`config.mk`:
```
export PLATFORM = sky130hd
export DESIGN_NAME = audio_i2s_tx
export DESIGN_NICKNAME = d
export VERILOG_FILES = /design/src/rtl/audio_pkg.sv /design/src/rtl/i2s_clkgen.sv /design/src/rtl/audio_i2s_tx.sv
export SDC_FILE = /design/constraint.sdc
export NUM_CORES = 1
export LEC_CHECK = 0
export ABC_AREA = 1
export CORE_MARGIN = 3
export CORE_UTILIZATION = 30
export DETAILED_ROUTE_END_ITERATION = 12
export GPL_ROUTABILITY_DRIVEN = 0
export REMOVE_ABC_BUFFERS = 1
export SETUP_SLACK_MARGIN = 0.02
export SLEW_MARGIN = 20
export SYNTH_ARGS = -nofsm -noshare
export SYNTH_HDL_FRONTEND = slang
export SYNTH_SLANG_ARGS = --single-unit
```
`constraint.sdc`:
```
create_clock -name CLOCK_50 -period 2.7 [get_ports CLOCK_50]
set_input_delay 0.27 -clock CLOCK_50 [delete_from_list [all_inputs] [get_ports CLOCK_50]]
set_output_delay 0.27 -clock CLOCK_50 [all_outputs]
set_load 0.02 [all_outputs]
```
`src/rtl/audio_pkg.sv`:
```
// -----------------------------------------------------------------------------
// audio_pkg
//   Shared types and defaults for the I2S transmit path.
//   - i2s_state_t : serialiser FSM states (IDLE, START, RUN, DRAIN)
//   - *_DEF       : default geometry (24-bit samples, 32-bit slots, BCLK half
//                   period of 8 CLOCK_50 cycles -> BCLK 3.125 MHz, fs 48.828 kHz)
//   - frame_bits  : BCLK periods per stereo frame
// -----------------------------------------------------------------------------
package audio_pkg;

  typedef enum logic [1:0] {
    IDLE  = 2'd0,
    START = 2'd1,
    RUN   = 2'd2,
    DRAIN = 2'd3
  } i2s_state_t;

  localparam int SAMPLE_W_DEF  = 24;
  localparam int SLOT_W_DEF    = 32;
  localparam int BCLK_HALF_DEF = 8;

  function automatic int frame_bits(input int slot_w);
    return 2 * slot_w;
  endfunction

endpackage

```
`src/rtl/i2s_clkgen.sv`:
```
// -----------------------------------------------------------------------------
// i2s_clkgen
//   Bit-clock / word-select generator for audio_i2s_tx.
//   Divides CLOCK_50 by 2*BCLK_HALF into aud_bclk, counts bit positions within
//   the stereo frame on BCLK falling edges and drives aud_lrck from them.
//   Optional macro I2S_MCLK_EN adds aud_mclk = 4 x BCLK.
// Ports:
//   CLOCK_50, reset_reg_n : clock, asynchronous active-low reset
//   active                : serialiser not IDLE (divider runs)
//   start                 : START cycle, re-arms divider and bit counter
//   drain                 : DRAIN state, last fall event keeps aud_lrck high
//   aud_bclk, aud_lrck    : I2S bit clock and word select (0 = left)
//   fall_evt              : combinational strobe, BCLK falls on the next edge
//   bit_nxt               : bit position that the fall event moves to
//   aud_mclk              : (I2S_MCLK_EN only) master clock, 0 while idle
// -----------------------------------------------------------------------------
module i2s_clkgen
  import audio_pkg::*;
#(
  parameter int SLOT_W    = SLOT_W_DEF,
  parameter int BCLK_HALF = BCLK_HALF_DEF,
  parameter int BIT_W     = $clog2(frame_bits(SLOT_W))
) (
  input  logic             CLOCK_50,
  input  logic             reset_reg_n,
  input  logic             active,
  input  logic             start,
  input  logic             drain,
  output logic             aud_bclk,
  output logic             aud_lrck,
  output logic             fall_evt,
  output logic [BIT_W-1:0] bit_nxt
`ifdef I2S_MCLK_EN
  ,
  output logic             aud_mclk
`endif
);

  localparam int               DIV_W    = $clog2(BCLK_HALF);
  localparam logic [DIV_W-1:0] DIV_LAST = DIV_W'(BCLK_HALF - 1);
  localparam logic [BIT_W-1:0] BIT_LAST = BIT_W'(frame_bits(SLOT_W) - 1);
  localparam logic [BIT_W-1:0] SLOT_IDX = BIT_W'(SLOT_W);

  logic [DIV_W-1:0] div_cnt_q, div_cnt_d;
  logic [BIT_W-1:0] bit_cnt_q, bit_cnt_d;
  logic             bclk_q, bclk_d;
  logic             lrck_q, lrck_d;

  always_comb begin
    // NOTE: every signal written here is given a default first, so no branch
    // can leave one unassigned and infer a latch.
    div_cnt_d = div_cnt_q;
    bit_cnt_d = bit_cnt_q;
    bclk_d    = bclk_q;
    lrck_d    = lrck_q;
    fall_evt  = 1'b0;
    bit_nxt   = (bit_cnt_q == BIT_LAST) ? '0 : bit_cnt_q + BIT_W'(1);

    if (!active) begin
      div_cnt_d = '0;
      bclk_d    = 1'b0;
      lrck_d    = 1'b1;
    end else if (start) begin
      // Parking the counter on the last bit makes the first fall a frame load.
      div_cnt_d = '0;
      bclk_d    = 1'b0;
      lrck_d    = 1'b1;
      bit_cnt_d = BIT_LAST;
    end else if (div_cnt_q == DIV_LAST) begin
      div_cnt_d = '0;
      bclk_d    = ~bclk_q;
      if (bclk_q) begin
        fall_evt  = 1'b1;
        bit_cnt_d = bit_nxt;
        // The final fall of a drain returns to IDLE, where word select rests high.
        if (bit_nxt == '0)            lrck_d = drain;
        else if (bit_nxt == SLOT_IDX) lrck_d = 1'b1;
      end
    end else begin
      div_cnt_d = div_cnt_q + DIV_W'(1);
    end
  end

  // NOTE: state registers use non-blocking assignments so every flop samples
  // the pre-edge value of its neighbours.
  always_ff @(posedge CLOCK_50 or negedge reset_reg_n) begin
    if (!reset_reg_n) begin
      div_cnt_q <= '0;
      bit_cnt_q <= '0;
      bclk_q    <= 1'b0;
      lrck_q    <= 1'b1;
    end else begin
      div_cnt_q <= div_cnt_d;
      bit_cnt_q <= bit_cnt_d;
      bclk_q    <= bclk_d;
      lrck_q    <= lrck_d;
    end
  end

  assign aud_bclk = bclk_q;
  assign aud_lrck = lrck_q;

`ifdef I2S_MCLK_EN
  localparam int                MCLK_HALF = BCLK_HALF / 4;
  localparam int                MCLK_W    = (MCLK_HALF > 1) ? $clog2(MCLK_HALF) : 1;
  localparam logic [MCLK_W-1:0] MCLK_LAST = MCLK_W'(MCLK_HALF - 1);

  if ((BCLK_HALF % 4) != 0 || BCLK_HALF < 4) begin : g_mclk_chk
    $error("i2s_clkgen: BCLK_HALF must be a multiple of 4 when I2S_MCLK_EN is set");
  end

  logic [MCLK_W-1:0] mclk_cnt_q, mclk_cnt_d;
  logic              mclk_q, mclk_d;

  // Restarted together with the BCLK divider so MCLK edges stay BCLK-aligned.
  always_comb begin
    mclk_cnt_d = mclk_cnt_q + MCLK_W'(1);
    mclk_d     = mclk_q;
    if (!active || start) begin
      mclk_cnt_d = '0;
      mclk_d     = 1'b0;
    end else if (mclk_cnt_q == MCLK_LAST) begin
      mclk_cnt_d = '0;
      mclk_d     = ~mclk_q;
    end
  end

  always_ff @(posedge CLOCK_50 or negedge reset_reg_n) begin
    if (!reset_reg_n) begin
      mclk_cnt_q <= '0;
      mclk_q     <= 1'b0;
    end else begin
      mclk_cnt_q <= mclk_cnt_d;
      mclk_q     <= mclk_d;
    end
  end

  assign aud_mclk = mclk_q;
`endif

endmodule

```
`src/rtl/audio_i2s_tx.sv`:
```
// -----------------------------------------------------------------------------
// audio_i2s_tx
//   Philips-format I2S transmitter fed by the synthesiser's stereo output.
//   One stereo sample per sample_valid strobe lands in a holding buffer, is
//   copied into the shift registers at the next frame boundary and sent left
//   then right, MSB first, one BCLK after the LRCK edge. An empty buffer at a
//   frame boundary repeats the previous sample (underrun); a second strobe
//   before the boundary replaces the buffered sample (overrun).
//   Optional macro I2S_MCLK_EN adds the aud_mclk output (4 x BCLK).
// Ports:
//   CLOCK_50, reset_reg_n  : clock, asynchronous active-low reset
//   enable                 : run; when dropped the current frame completes
//   lsample, rsample       : two's-complement samples, SAMPLE_W bits
//   sample_valid           : one-cycle strobe (engine's cycle-complete pulse)
//   sample_ready           : holding buffer empty
//   aud_bclk/lrck/dacdat   : I2S bit clock, word select (0 = left), data
//   underrun, overrun      : one-cycle rate-mismatch pulses
//   frame_start            : one-cycle pulse per frame load
//   aud_mclk               : (I2S_MCLK_EN only) codec master clock
// -----------------------------------------------------------------------------
module audio_i2s_tx
  import audio_pkg::*;
#(
  parameter int SAMPLE_W  = SAMPLE_W_DEF,
  parameter int SLOT_W    = SLOT_W_DEF,
  parameter int BCLK_HALF = BCLK_HALF_DEF
) (
  input  logic                CLOCK_50,
  input  logic                reset_reg_n,
  input  logic                enable,
  input  logic [SAMPLE_W-1:0] lsample,
  input  logic [SAMPLE_W-1:0] rsample,
  input  logic                sample_valid,
  output logic                sample_ready,
  output logic                aud_bclk,
  output logic                aud_lrck,
  output logic                aud_dacdat,
  output logic                underrun,
  output logic                overrun,
  output logic                frame_start
`ifdef I2S_MCLK_EN
  ,
  output logic                aud_mclk
`endif
);

  localparam int               BIT_W    = $clog2(frame_bits(SLOT_W));
  localparam logic [BIT_W-1:0] SLOT_IDX = BIT_W'(SLOT_W);
  localparam logic [BIT_W-1:0] SW_IDX   = BIT_W'(SAMPLE_W);

  if (SAMPLE_W < 16 || SAMPLE_W >= SLOT_W || BCLK_HALF < 2) begin : g_param_chk
    $error("audio_i2s_tx: illegal SAMPLE_W/SLOT_W/BCLK_HALF combination");
  end

  i2s_state_t state_q, state_d;

  logic                full_q, full_d;
  logic [SAMPLE_W-1:0] buf_l_q, buf_l_d, buf_r_q, buf_r_d;
  logic [SAMPLE_W-1:0] last_l_q, last_l_d, last_r_q, last_r_d;
  logic [SAMPLE_W-1:0] shift_l_q, shift_l_d, shift_r_q, shift_r_d;
  logic [SAMPLE_W-1:0] new_l, new_r;
  logic                dacdat_q, dacdat_d;
  logic                underrun_q, underrun_d;
  logic                overrun_q, overrun_d;
  logic                frame_start_q, frame_start_d;

  logic             fall_evt, wrap_evt, load, right;
  logic [BIT_W-1:0] bit_nxt, pos;

  i2s_clkgen #(
    .SLOT_W   (SLOT_W),
    .BCLK_HALF(BCLK_HALF),
    .BIT_W    (BIT_W)
  ) u_clkgen (
    .CLOCK_50   (CLOCK_50),
    .reset_reg_n(reset_reg_n),
    .active     (state_q != IDLE),
    .start      (state_q == START),
    .drain      (state_q == DRAIN),
    .aud_bclk   (aud_bclk),
    .aud_lrck   (aud_lrck),
    .fall_evt   (fall_evt),
    .bit_nxt    (bit_nxt)
`ifdef I2S_MCLK_EN
    ,
    .aud_mclk   (aud_mclk)
`endif
  );

  assign wrap_evt = fall_evt && (bit_nxt == '0);
  assign load     = wrap_evt && (state_q == RUN);
  assign right    = (bit_nxt >= SLOT_IDX);
  assign pos      = right ? bit_nxt - SLOT_IDX : bit_nxt;

  always_comb begin
    state_d = state_q;
    case (state_q)
      IDLE:    if (enable) state_d = START;
      START:   state_d = RUN;
      RUN:     if (!enable) state_d = DRAIN;
      DRAIN:   if (wrap_evt) state_d = IDLE;
               else if (enable) state_d = RUN;
      default: state_d = IDLE;
    endcase
  end

  always_comb begin
    full_d        = full_q;
    buf_l_d       = buf_l_q;
    buf_r_d       = buf_r_q;
    last_l_d      = last_l_q;
    last_r_d      = last_r_q;
    shift_l_d     = shift_l_q;
    shift_r_d     = shift_r_q;
    dacdat_d      = dacdat_q;
    underrun_d    = 1'b0;
    overrun_d     = 1'b0;
    frame_start_d = 1'b0;

    // Frame source: buffered sample, else a strobe arriving this very cycle,
    // else a repeat of the previous frame.
    new_l = full_q ? buf_l_q : (sample_valid ? lsample : last_l_q);
    new_r = full_q ? buf_r_q : (sample_valid ? rsample : last_r_q);

    if (load) begin
      shift_l_d     = new_l;
      shift_r_d     = new_r;
      last_l_d      = new_l;
      last_r_d      = new_r;
      full_d        = 1'b0;
      frame_start_d = 1'b1;
      underrun_d    = !full_q && !sample_valid;
      dacdat_d      = 1'b0;
    end else if (fall_evt) begin
      // Slot position 0 is the Philips one-bit delay; bits past SAMPLE_W pad with 0.
      dacdat_d = 1'b0;
      if (!wrap_evt && pos != '0 && pos <= SW_IDX) begin
        if (right) begin
          dacdat_d  = shift_r_q[SAMPLE_W-1];
          shift_r_d = {shift_r_q[SAMPLE_W-2:0], 1'b0};
        end else begin
          dacdat_d  = shift_l_q[SAMPLE_W-1];
          shift_l_d = {shift_l_q[SAMPLE_W-2:0], 1'b0};
        end
      end
    end

    // A strobe on a load with an empty buffer already went straight into the frame.
    if (sample_valid && !(load && !full_q)) begin
      buf_l_d   = lsample;
      buf_r_d   = rsample;
      full_d    = 1'b1;
      overrun_d = full_q && !load;
    end
  end

  always_ff @(posedge CLOCK_50 or negedge reset_reg_n) begin
    if (!reset_reg_n) begin
      // NOTE: sample storage is reset too, so a post-reset underrun replays
      // silence rather than stale audio.
      state_q       <= IDLE;
      full_q        <= 1'b0;
      buf_l_q       <= '0;
      buf_r_q       <= '0;
      last_l_q      <= '0;
      last_r_q      <= '0;
      shift_l_q     <= '0;
      shift_r_q     <= '0;
      dacdat_q      <= 1'b0;
      underrun_q    <= 1'b0;
      overrun_q     <= 1'b0;
      frame_start_q <= 1'b0;
    end else begin
      state_q       <= state_d;
      full_q        <= full_d;
      buf_l_q       <= buf_l_d;
      buf_r_q       <= buf_r_d;
      last_l_q      <= last_l_d;
      last_r_q      <= last_r_d;
      shift_l_q     <= shift_l_d;
      shift_r_q     <= shift_r_d;
      dacdat_q      <= dacdat_d;
      underrun_q    <= underrun_d;
      overrun_q     <= overrun_d;
      frame_start_q <= frame_start_d;
    end
  end

  assign sample_ready = ~full_q;
  assign aud_dacdat   = dacdat_q;
  assign underrun     = underrun_q;
  assign overrun      = overrun_q;
  assign frame_start  = frame_start_q;

endmodule

```
==> flow_summary.yaml, run 1 <==
outcome:
  outcome: "complete, no violations"
sta:
  setup_viol: 0
  min_period_ps: 2290
  min_period_over_period_pct: 84.8
  rsz0062_at_grt: "no"
  worst_slew_pin_slew_ps: 644
  final-hold-violation-count: 0
  drv_slew: 0
  max-slew-margin-rel_pct: 57.1
  hold_slack_ps: 185
  fin_worst_skew_ps: 8.01
  max_freq_mhz: 437
  finalSetupTns_ps: 0
detailed_routing:
  drc: 0
  first_pass_iters: 5
  ant_nets: 0
  drt_iter0_markers: 431
  vias: 6809
  vias_per_cell: 4.71
  routedWlPerCell_um: 13.7
  drt-total-wl_mm: 19.8
grt:
  grt_start_max_net_pins: 78
  grt_antenna_before_repair: 0
  grt_pass1_vias: 6662
  gr-total-overflow: 0
  grt_use_total_pct: 14.2
  grt_pass1_wl_mm: 33.7
floorplanning:
  start_util_pct: 30.8
  die_width_um: 171
  row_count: 59
  die-area_sq_um: 29100
  die_y_um: 171
  ios: 59
  core_region_area_sq_um: 26400
synthesis:
  synth-edff-count: 0
  synth_area_leader_cell: "dfrtp_1"
  async_flop_share_pct: 100
  synth_seq_area_share_pct: 49.9
  yosysUniqueCellTypes: 29
  yosysWarnings: 0
  synthCells: 1066
  ys_top_cells_by_count: "nand2_1, dfrtp_1, o21ai_0, inv_1"
  synth_top_cell_area_share_pct: 49.6
  synth.most_common_cell: "nand2_1"
  syn_area_sq_um: 8120
  ys.flop_type: "dfrtp_1"
  synth_seq_cells: 162
  syn_area_per_cell_sq_um: 7.62
  synthTopCellsByArea: "dfrtp_1, nand2_1, o21ai_0"
pwr:
  irDropWorstVdd_mv: 0.379
  power.density_nw_per_um2: 839
  p_leak_nw: 4.92
clock_tree:
  clock_latency_ps: 420
  htree_num_levels: 4
  cts_resized: 0
  clockBufferDepth: 2
  postCtsSetupRepairBufs: 0
  cts_tree: "built"
  cts-root-buf: "clkbuf_16"
  clock-sinks: 162
  cts_buffers: 17
  clk_pin_slew_ps: 60
cells_and_area:
  layout-drive-gt1-share_pct: 7.21
  fin_util_pct: 36.6
  syn2layout_area_growth_pct: 18.9
  diodes: 0
  layout.cells.non_filler: 1445
  num-nets-final: 1153
run:
  maxCapViolCount: 0
placed_design:
  place.detailed.hpwl_mm: 12.7
  dp.cells: 1412
  portBuffers: 58
worst_hold_path:
  worstHoldPathType: "primary input to flip-flop"
setup_path:
  worst-path-stages: 11
  path_delay_family: "simple AND/OR/NAND/NOR gates"
  path_class: "flip-flop to flip-flop"
  arrival_ps: 2600
  path_cells: "ha_1, inv_1, nand2_1, a21oi_2, nand2_2, nor2_4, nand3_4, nand2_1, nand3_2, nand2_1, nand2_1"
  max_stage_delay_ps: 440
  path_max_fanout: 24
  r2r_start: "u_clkgen.bit_cnt_q[0]$_DFFE_PN0P_"
  crit_path_start: "u_clkgen.bit_cnt_q[0]$_DFFE_PN0P_"
  cp.required_ps: 3010
  crit_path_end_kind: "flip-flop"
  path_common_cell: "nand2_1"
  crit_buf_inv: 1
  reg2reg_depth: 11
  cp_slowest_cell: "dfrtp_1"
  crit_path_start_kind: "flip-flop"
  reg2reg_slack_ps: 410
  crit_end: "shift_l_q[15]$_DFFE_PN0P_"
  timing.rr.end: "shift_l_q[15]$_DFFE_PN0P_"
## registers in the layout, indices dropped and copies added (netlist names), 2 cells and up
signal and count:
u_clkgen.bit_cnt_q 6, last_r_q 24, state_q 2, shift_r_q 24, last_l_q 24, u_clkgen.div_cnt_q 3
buf_l_q 24, shift_l_q 24, buf_r_q 24
## per-layer routing
metal / up-vias / routed length [um] / track usage (%)
li1: 3499 / - / -
met1: 3196 / 9830 / 19.1
met2: 99 / 9120 / 23.2
met3: 15 / 679 / 3.00
met4: 0 / 212 / 4.02
met5: - / 0 / 0
## where the power goes
group,switching (mW),total [mW],internal [mW]
combinational,1.19,1.99,0.796
clock,0.967,2.72,1.76
sequential,0.341,3.40,3.06
## cell usage in the layout (no fill, tap or decap), types with 6 or more instances in the layout
cell,instances
nand2_1,414
dfrtp_1,160
o21ai_0,72
inv_1,66
nand3_1,58
nor2_1,58
clkdlybuf4s50_1,56
a21oi_1,54
nand4_1,49
o21ai_1,29
buf_4,23
clkbuf_16,17
nand2_2,6
bufinv_16,6
## worst register-to-register path: stages, from the launching register on
cell,delay [ps]
dfrtp_1,440
ha_1,260
inv_1,60
nand2_1,70
a21oi_2,220
nand2_2,90
nor2_4,150
nand3_4,150
nand2_1,110
nand3_2,380
nand2_1,200
nand2_1,70
## metrics by stage
step / setup WS, ps / instance area [sq um] / total power [mW]
finish: 411 / 9660 / 8.11
global route: 162 / 9660 / 8.68
CTS: 389 / 9660 / 8.20
detailed placement: 413 / 8990 / 5.43
global placement: 473 / 8990 / 5.37
floorplan: -1640 / 7750 / 4.78
## logic make-up (layout without fill, tap and decap cells)
group                    count (synthesis)  after routing  share of synthesized area, %
adder cells (fa/ha/maj)                  4              4                         0.616
buffers and inverters                  139            183                          7.72
AND/OR/NAND/NOR                        600            600                          31.4
XOR/XNOR                                 1              1                         0.108
flip-flops                             162            162                          49.9
AO/OA/AOI/OAI                          160            160                          10.2
## repair_timing
item / 4_1_cts / 5_1_grt
hold buffers: 1 / 0
setup endpoints to repair: 0 / 0
endpoints found under the hold margin: 65 / 0
## worst min-delay path by stage
stage	slack, ps	from	depth (start not counted)	to
2_1_floorplan	-30	reset_reg_n	0	aud_dacdat$_DFFE_PN0P_
3_3_place_gp	330	reset_reg_n	1	shift_l_q[19]$_DFFE_PN0P_
3_5_place_dp	330	reset_reg_n	1	shift_l_q[14]$_DFFE_PN0P_
4_1_cts	170	sample_valid	2	underrun$_DFF_PN0_
5_1_grt	180	sample_valid	2	underrun$_DFF_PN0_
6_report	180	sample_valid	2	underrun$_DFF_PN0_
## cell type report
type / instances / area [sq um]
clock buffers: 22 / 454
repair buffers: 84 / 815
fillers: 2701 / 16700
inverters: 67 / 251
multi-input cells: 765 / 3460
well taps: 335 / 419
flip-flops and latches: 162 / 4060
clock inverters: 10 / 205
(Power assumes the default switching activity.)
==> run 2, diff against run 1 <==
==> constraint.sdc (replaced) <==
create_clock -name CLOCK_50 -period 2.15 [get_ports CLOCK_50]
set_input_delay 0.215 -clock CLOCK_50 [delete_from_list [all_inputs] [get_ports CLOCK_50]]
set_output_delay 0.215 -clock CLOCK_50 [all_outputs]
set_load 0.02 [all_outputs]
==> run 2 against run 1 <==
Clock skew about the same. Clock power is 19% higher. Register-to-register slack lost 280 ps. Via count increased by 3.0%. Hold slack got worse by 68 ps. First-iteration DRC count grew 7.7%. Die area is the same. Critical endpoint is now shift_r_q[2]$_DFFE_PN0P_. Largest power group unchanged.
==> flow_summary.yaml, run 2 (synthesis gave the netlist of run 1 again) <==
detailed_routing:
  first_pass_iters: 4
  vias_per_cell: 4.80
  ant_nets: 0
  vias: 7015
  drt-total-wl_mm: 20.9
  drc: 0
  drt_iter0_markers: 464
  routedWlPerCell_um: 14.3
grt:
  grt_pass1_wl_mm: 34.6
  grt_antenna_before_repair: 0
  gr-total-overflow: 0
  grt_start_max_net_pins: 98
  grt_use_total_pct: 14.6
  grt_pass1_vias: 6994
setup_path:
  path_cells: "ha_2, nand2_2, nor2_2, nand2_2, nand3_2, nand2_1, nor2_4, buf_4, clkbuf_16, nand4_1, nand2_1, nand2_1, nand2_1"
  worst-path-stages: 13
  crit_path_end_kind: "flip-flop"
  cp.required_ps: 2520
  cp_slowest_cell: "dfrtp_1"
  crit_path_start_kind: "flip-flop"
  timing.rr.end: "shift_r_q[2]$_DFFE_PN0P_"
  max_stage_delay_ps: 370
  reg2reg_slack_ps: 130
  arrival_ps: 2390
  reg2reg_depth: 13
  path_class: "flip-flop to flip-flop"
  path_max_fanout: 14
  path_common_cell: "nand2_1"
  r2r_start: "u_clkgen.bit_cnt_q[1]$_DFFE_PN0P_"
  path_delay_family: "simple AND/OR/NAND/NOR gates"
  crit_buf_inv: 2
sta:
  rsz0062_at_grt: "no"
  setup_viol: 0
  final-hold-violation-count: 0
  max_freq_mhz: 495
  worst_slew_pin_slew_ps: 637
  min_period_over_period_pct: 93.9
  fin_worst_skew_ps: 7.87
  finalSetupTns_ps: 0
  drv_slew: 0
  min_period_ps: 2020
  max-slew-margin-rel_pct: 57.5
clock_tree:
  clock-sinks: 162
  cts_tree: "built"
  clk_pin_slew_ps: 70
  cts-root-buf: "clkbuf_16"
  htree_num_levels: 4
  clock_latency_ps: 430
  cts_buffers: 17
  clockBufferDepth: 2
floorplanning:
  die_width_um: 171
  row_count: 59
  die_y_um: 171
  ios: 59
  die-area_sq_um: 29100
  start_util_pct: 30.8
  core_region_area_sq_um: 26400
pwr:
  irDropWorstVdd_mv: 0.607
  p_leak_nw: 5.06
  power.density_nw_per_um2: 1020
worst_hold_path:
  worstHoldPathType: "primary input to flip-flop"
  holdPathEnd: "underrun$_DFF_PN0_"
  hp-start: "sample_valid"
  whs_path_depth: 2
cells_and_area:
  layout-drive-gt1-share_pct: 8.98
  num-nets-final: 1168
  fill_cells: 2649
  stdcell_area_sq_um: 9980
  layout_commonest_cell: "nand2_1"
  final_cell_mix: "nand2_1, dfrtp_1, o21ai_0"
  fin_util_pct: 37.9
  syn2layout_area_growth_pct: 22.9
  diodes: 0
run:
  maxCapViolCount: 0
placed_design:
  place_area_sq_um: 9220
  place.detailed.hpwl_mm: 13.0
  portBuffers: 58
outcome:
  outcome: "complete, no violations"
run 2: power breakdown:
group	switching (mW)	internal (mW)	total, mW
registers	0.414	3.84	4.25
logic	1.57	1.14	2.71
clock network	1.28	1.96	3.23
run 2: per-stage QoR:
step,worst slack (ps),power [mW],cells,hold WS [ps]
after floorplan,-2190,6.00,994,-80.6
after global placement,147,6.86,1419,257
after detailed placement,98.1,6.93,1419,261
after CTS,87.3,10.2,1452,94.1
after global routing,22.9,10.9,1460,128
final,131,10.2,1460,117
run 2: worst max path at each step:
stage,from,end,slack (ps)
3_5_place_dp,u_clkgen.bit_cnt_q[0]$_DFFE_PN0P_,buf_r_q[10]$_DFFE_PN0P_,100
6_report,u_clkgen.bit_cnt_q[1]$_DFFE_PN0P_,shift_r_q[2]$_DFFE_PN0P_,130
5_1_grt,u_clkgen.bit_cnt_q[1]$_DFFE_PN0P_,shift_l_q[10]$_DFFE_PN0P_,20
3_3_place_gp,u_clkgen.div_cnt_q[0]$_DFF_PN0_,shift_r_q[15]$_DFFE_PN0P_,150
2_1_floorplan,u_clkgen.bit_cnt_q[0]$_DFFE_PN0P_,full_q$_DFFE_PN0P_,-2190
4_1_cts,u_clkgen.bit_cnt_q[1]$_DFFE_PN0P_,buf_r_q[20]$_DFFE_PN0P_,90
run 2: metal layers:
layer / vias up / track usage, % / wire [um]
li1: 3519 / - / -
met5: - / 0 / 0
met3: 29 / 3.17 / 1050
met1: 3325 / 19.8 / 10100
met4: 0 / 5.22 / 376
met2: 142 / 23.0 / 9320
run 2: worst reg2reg max path, stage by stage (launching register included):
cell       delay [ps]
dfrtp_1           370
ha_2              200
nand2_2           100
nor2_2            150
nand2_2           100
nand3_2            90
nand2_1            90
nor2_4            180
buf_4             170
clkbuf_16         170
nand4_1           120
nand2_1           110
nand2_1            50
nand2_1            50
run 2: timing repair:
action                                  4_1_cts  5_1_grt
endpoints found under the setup margin        0       84
setup buffers                                 0        6
hold endpoints to repair                     53        0
hold buffers                                  1        0
gates resized for setup                       0        6
run 2: layout make-up:
cell class,count,area [sq um],area share (%)
clock inverter,11,153,1.53
inverter,67,251,2.52
sequential,162,4060,40.6
timing repair buffer,99,1140,11.5
clock buffer,21,480,4.81
multi-input combinational,765,3480,34.8
tap,335,419,4.20
==> run 3, diff against run 2 <==
--- a/config.mk
+++ b/config.mk
@@ -6,7 +6,7 @@
 export NUM_CORES = 1
 export LEC_CHECK = 0
 export ABC_AREA = 1
-export CORE_MARGIN = 3
+export CORE_MARGIN = 4
 export CORE_UTILIZATION = 30
 export DETAILED_ROUTE_END_ITERATION = 12
 export GPL_ROUTABILITY_DRIVEN = 0
==> constraint.sdc (replaced) <==
create_clock -name CLOCK_50 -period 2.1 [get_ports CLOCK_50]
set_input_delay 0.42 -clock CLOCK_50 [delete_from_list [all_inputs] [get_ports CLOCK_50]]
set_output_delay 0.42 -clock CLOCK_50 [all_outputs]
set_load 0.02 [all_outputs]
==> run 3 against run 2 <==
Register-to-register slack got worse by 50 ps. Core utilization increased by 0.47 points. Routed wire length increased by 2.4%. First-iteration DRC count decreased by 7.3%. Worst setup slack got worse by 48 ps. Sequential share of layout area decreased by 0.48 points. Final area increased by 1.3%. Via count decreased by 0.88%. Sequential power increased by 3%. Critical endpoint is now last_r_q[15]$_DFFE_PN0N_.
==> flow_summary.yaml, run 3 (synthesis gave the netlist of run 1 again) <==
run:
  maxCapViolCount: 0
placed_design:
  portBuffers: 58
  place.detailed.hpwl_mm: 13.2
detailed_routing:
  drt_iter0_markers: 430
  drt-total-wl_mm: 21.4
  routedWlPerCell_um: 14.6
  ant_nets: 0
  vias_per_cell: 4.75
  vias: 6953
  first_pass_iters: 5
  drc: 0
pwr:
  clkPwrFrac_pct: 31.0
  power.switching_mw: 3.31
  power.density_nw_per_um2: 1030
  switching_share_pct: 31.8
  irDropWorstVdd_mv: 0.391
  p_leak_nw: 5.11
  comb_power_share_pct: 27.0
  p_total_mw: 10.4
  seqPwrFrac_pct: 42.0
  p_int_mw: 7.10
clock_tree:
  clockBufferDepth: 2
  clk_pin_slew_ps: 60
  cts-root-buf: "clkbuf_16"
  clock-sinks: 162
  cts_buffers: 17
  cts_tree: "built"
  clock_latency_ps: 430
  htree_num_levels: 4
floorplanning:
  row_count: 59
  die_width_um: 173
  die-area_sq_um: 29800
  core_region_area_sq_um: 26400
  die_y_um: 173
  start_util_pct: 30.8
  ios: 59
grt:
  grt_pass1_vias: 6780
  grt_use_total_pct: 14.0
  grt_pass1_wl_mm: 35.0
  grt_start_max_net_pins: 98
  grt_antenna_before_repair: 0
  gr-total-overflow: 0
outcome:
  outcome: "complete, no violations"
setup_path:
  arrival_ps: 2320
  crit_path_start_kind: "flip-flop"
  crit_path_end_kind: "flip-flop"
  path_max_fanout: 8
  path_class: "flip-flop to flip-flop"
  cp.required_ps: 2400
worst_hold_path:
  worstHoldPathType: "primary input to flip-flop"
sta:
  max_freq_mhz: 496
  drv_slew: 0
  fin_worst_skew_ps: 9.02
  worst_slew_pin_slew_ps: 392
  max-slew-margin-rel_pct: 73.9
  finalSetupTns_ps: 0
  final-hold-violation-count: 0
  setup_viol: 0
  min_period_over_period_pct: 96.0
  min_period_ps: 2020
cells_and_area:
  layout_commonest_cell: "nand2_1"
  fin_util_pct: 38.3
  layout-drive-gt1-share_pct: 9.48
  num-nets-final: 1174
  syn2layout_area_growth_pct: 24.4
  diodes: 0
  final_cell_mix: "nand2_1, dfrtp_1, o21ai_0"
-- run 3: changes by cell type in the layout (fill, tap and decap cells not counted), moves of 3 or more --
cell       change
o21ai_1        +4
clkbuf_16      +3
clkinv_4       -4
buf_6          +6
buf_4          -3
clkbuf_8       -3
o21ai_0        -4
-- run 3: worst max-delay path, cell delays in order (launching register included) --
cell and delay, ps:
dfrtp_1 410, ha_4 190, inv_1 60, nand2_2 70, a21oi_4 200, nand2_2 90
nor2_4 140, nand3_4 160, nor2_4 170, buf_12 160, clkbuf_16 160, o21ai_0 80
-- run 3: layer usage --
metal / share of wire [%] / vias to the layer above / GRT usage [%]
li1: - / 3548 / -
met1: 49 / 3255 / 19.9
met2: 46 / 129 / 21.8
met3: 3.5 / 21 / 2.88
met4: 1.1 / 0 / 3.99
met5: 0 / - / 0
-- run 3: timing repair --
| item | in CTS | in global routing |
|---|---|---|
| endpoints found under the setup margin | 1 | 148 |
| hold endpoints to repair | 22 | 0 |
| hold buffers | 1 | 0 |
| pin swaps | 0 | 7 |
| buffers inserted | 0 | 5 |
| gates cloned | 0 | 8 |
| gates resized for setup | 1 | 24 |
-- run 3: power groups by stage --
stage	Clock [mW]	Combinational (mW)	Sequential, mW
after CTS	3.30	2.72	4.36
after global placement	0	2.64	4.39
final	3.23	2.81	4.38
after detailed placement	0	2.70	4.40
after floorplan	0	1.80	4.34
after global routing	3.42	3.29	4.48
-- run 3: final timing paths --
path / start / end / slack, ps / cells past startpoint
max: u_clkgen.bit_cnt_q[0]$_DFFE_PN0P_ / last_r_q[15]$_DFFE_PN0N_ / 80 / 11
min: sample_valid / buf_r_q[3]$_DFFE_PN0P_ / 340 / 3
max reg2reg: u_clkgen.bit_cnt_q[0]$_DFFE_PN0P_ / last_r_q[15]$_DFFE_PN0N_ / 80 / 11
min reg2reg: u_clkgen.div_cnt_q[0]$_DFF_PN0_ / u_clkgen.div_cnt_q[0]$_DFF_PN0_ / 460 / 1
max in group asynchronous: reset_reg_n / u_clkgen.aud_lrck$_DFFE_PN1P_ / 1010 / 3
min in group asynchronous: reset_reg_n / last_l_q[15]$_DFFE_PN0N_ / 460 / 2
-- run 3: area by class of cell --
class / instances / area, sq um
inverter: 67 / 251
clock inverter: 10 / 160
multi-input combinational: 766 / 3520
timing repair buffer: 104 / 1250
tap: 335 / 419
fill: 2650 / 16200
sequential: 162 / 4060
clock buffer: 20 / 447
-- run 3: per-stage QoR --
stage	worst slack, ps	instance area [sq um]	cells	hold WS (ps)
5_1_grt	-24.4	10100	1464	347
2_1_floorplan	-2240	7750	994	124
3_5_place_dp	80.1	9200	1420	306
4_1_cts	46.7	9810	1451	329
3_3_place_gp	142	9200	1420	308
6_report	83.6	10100	1464	342
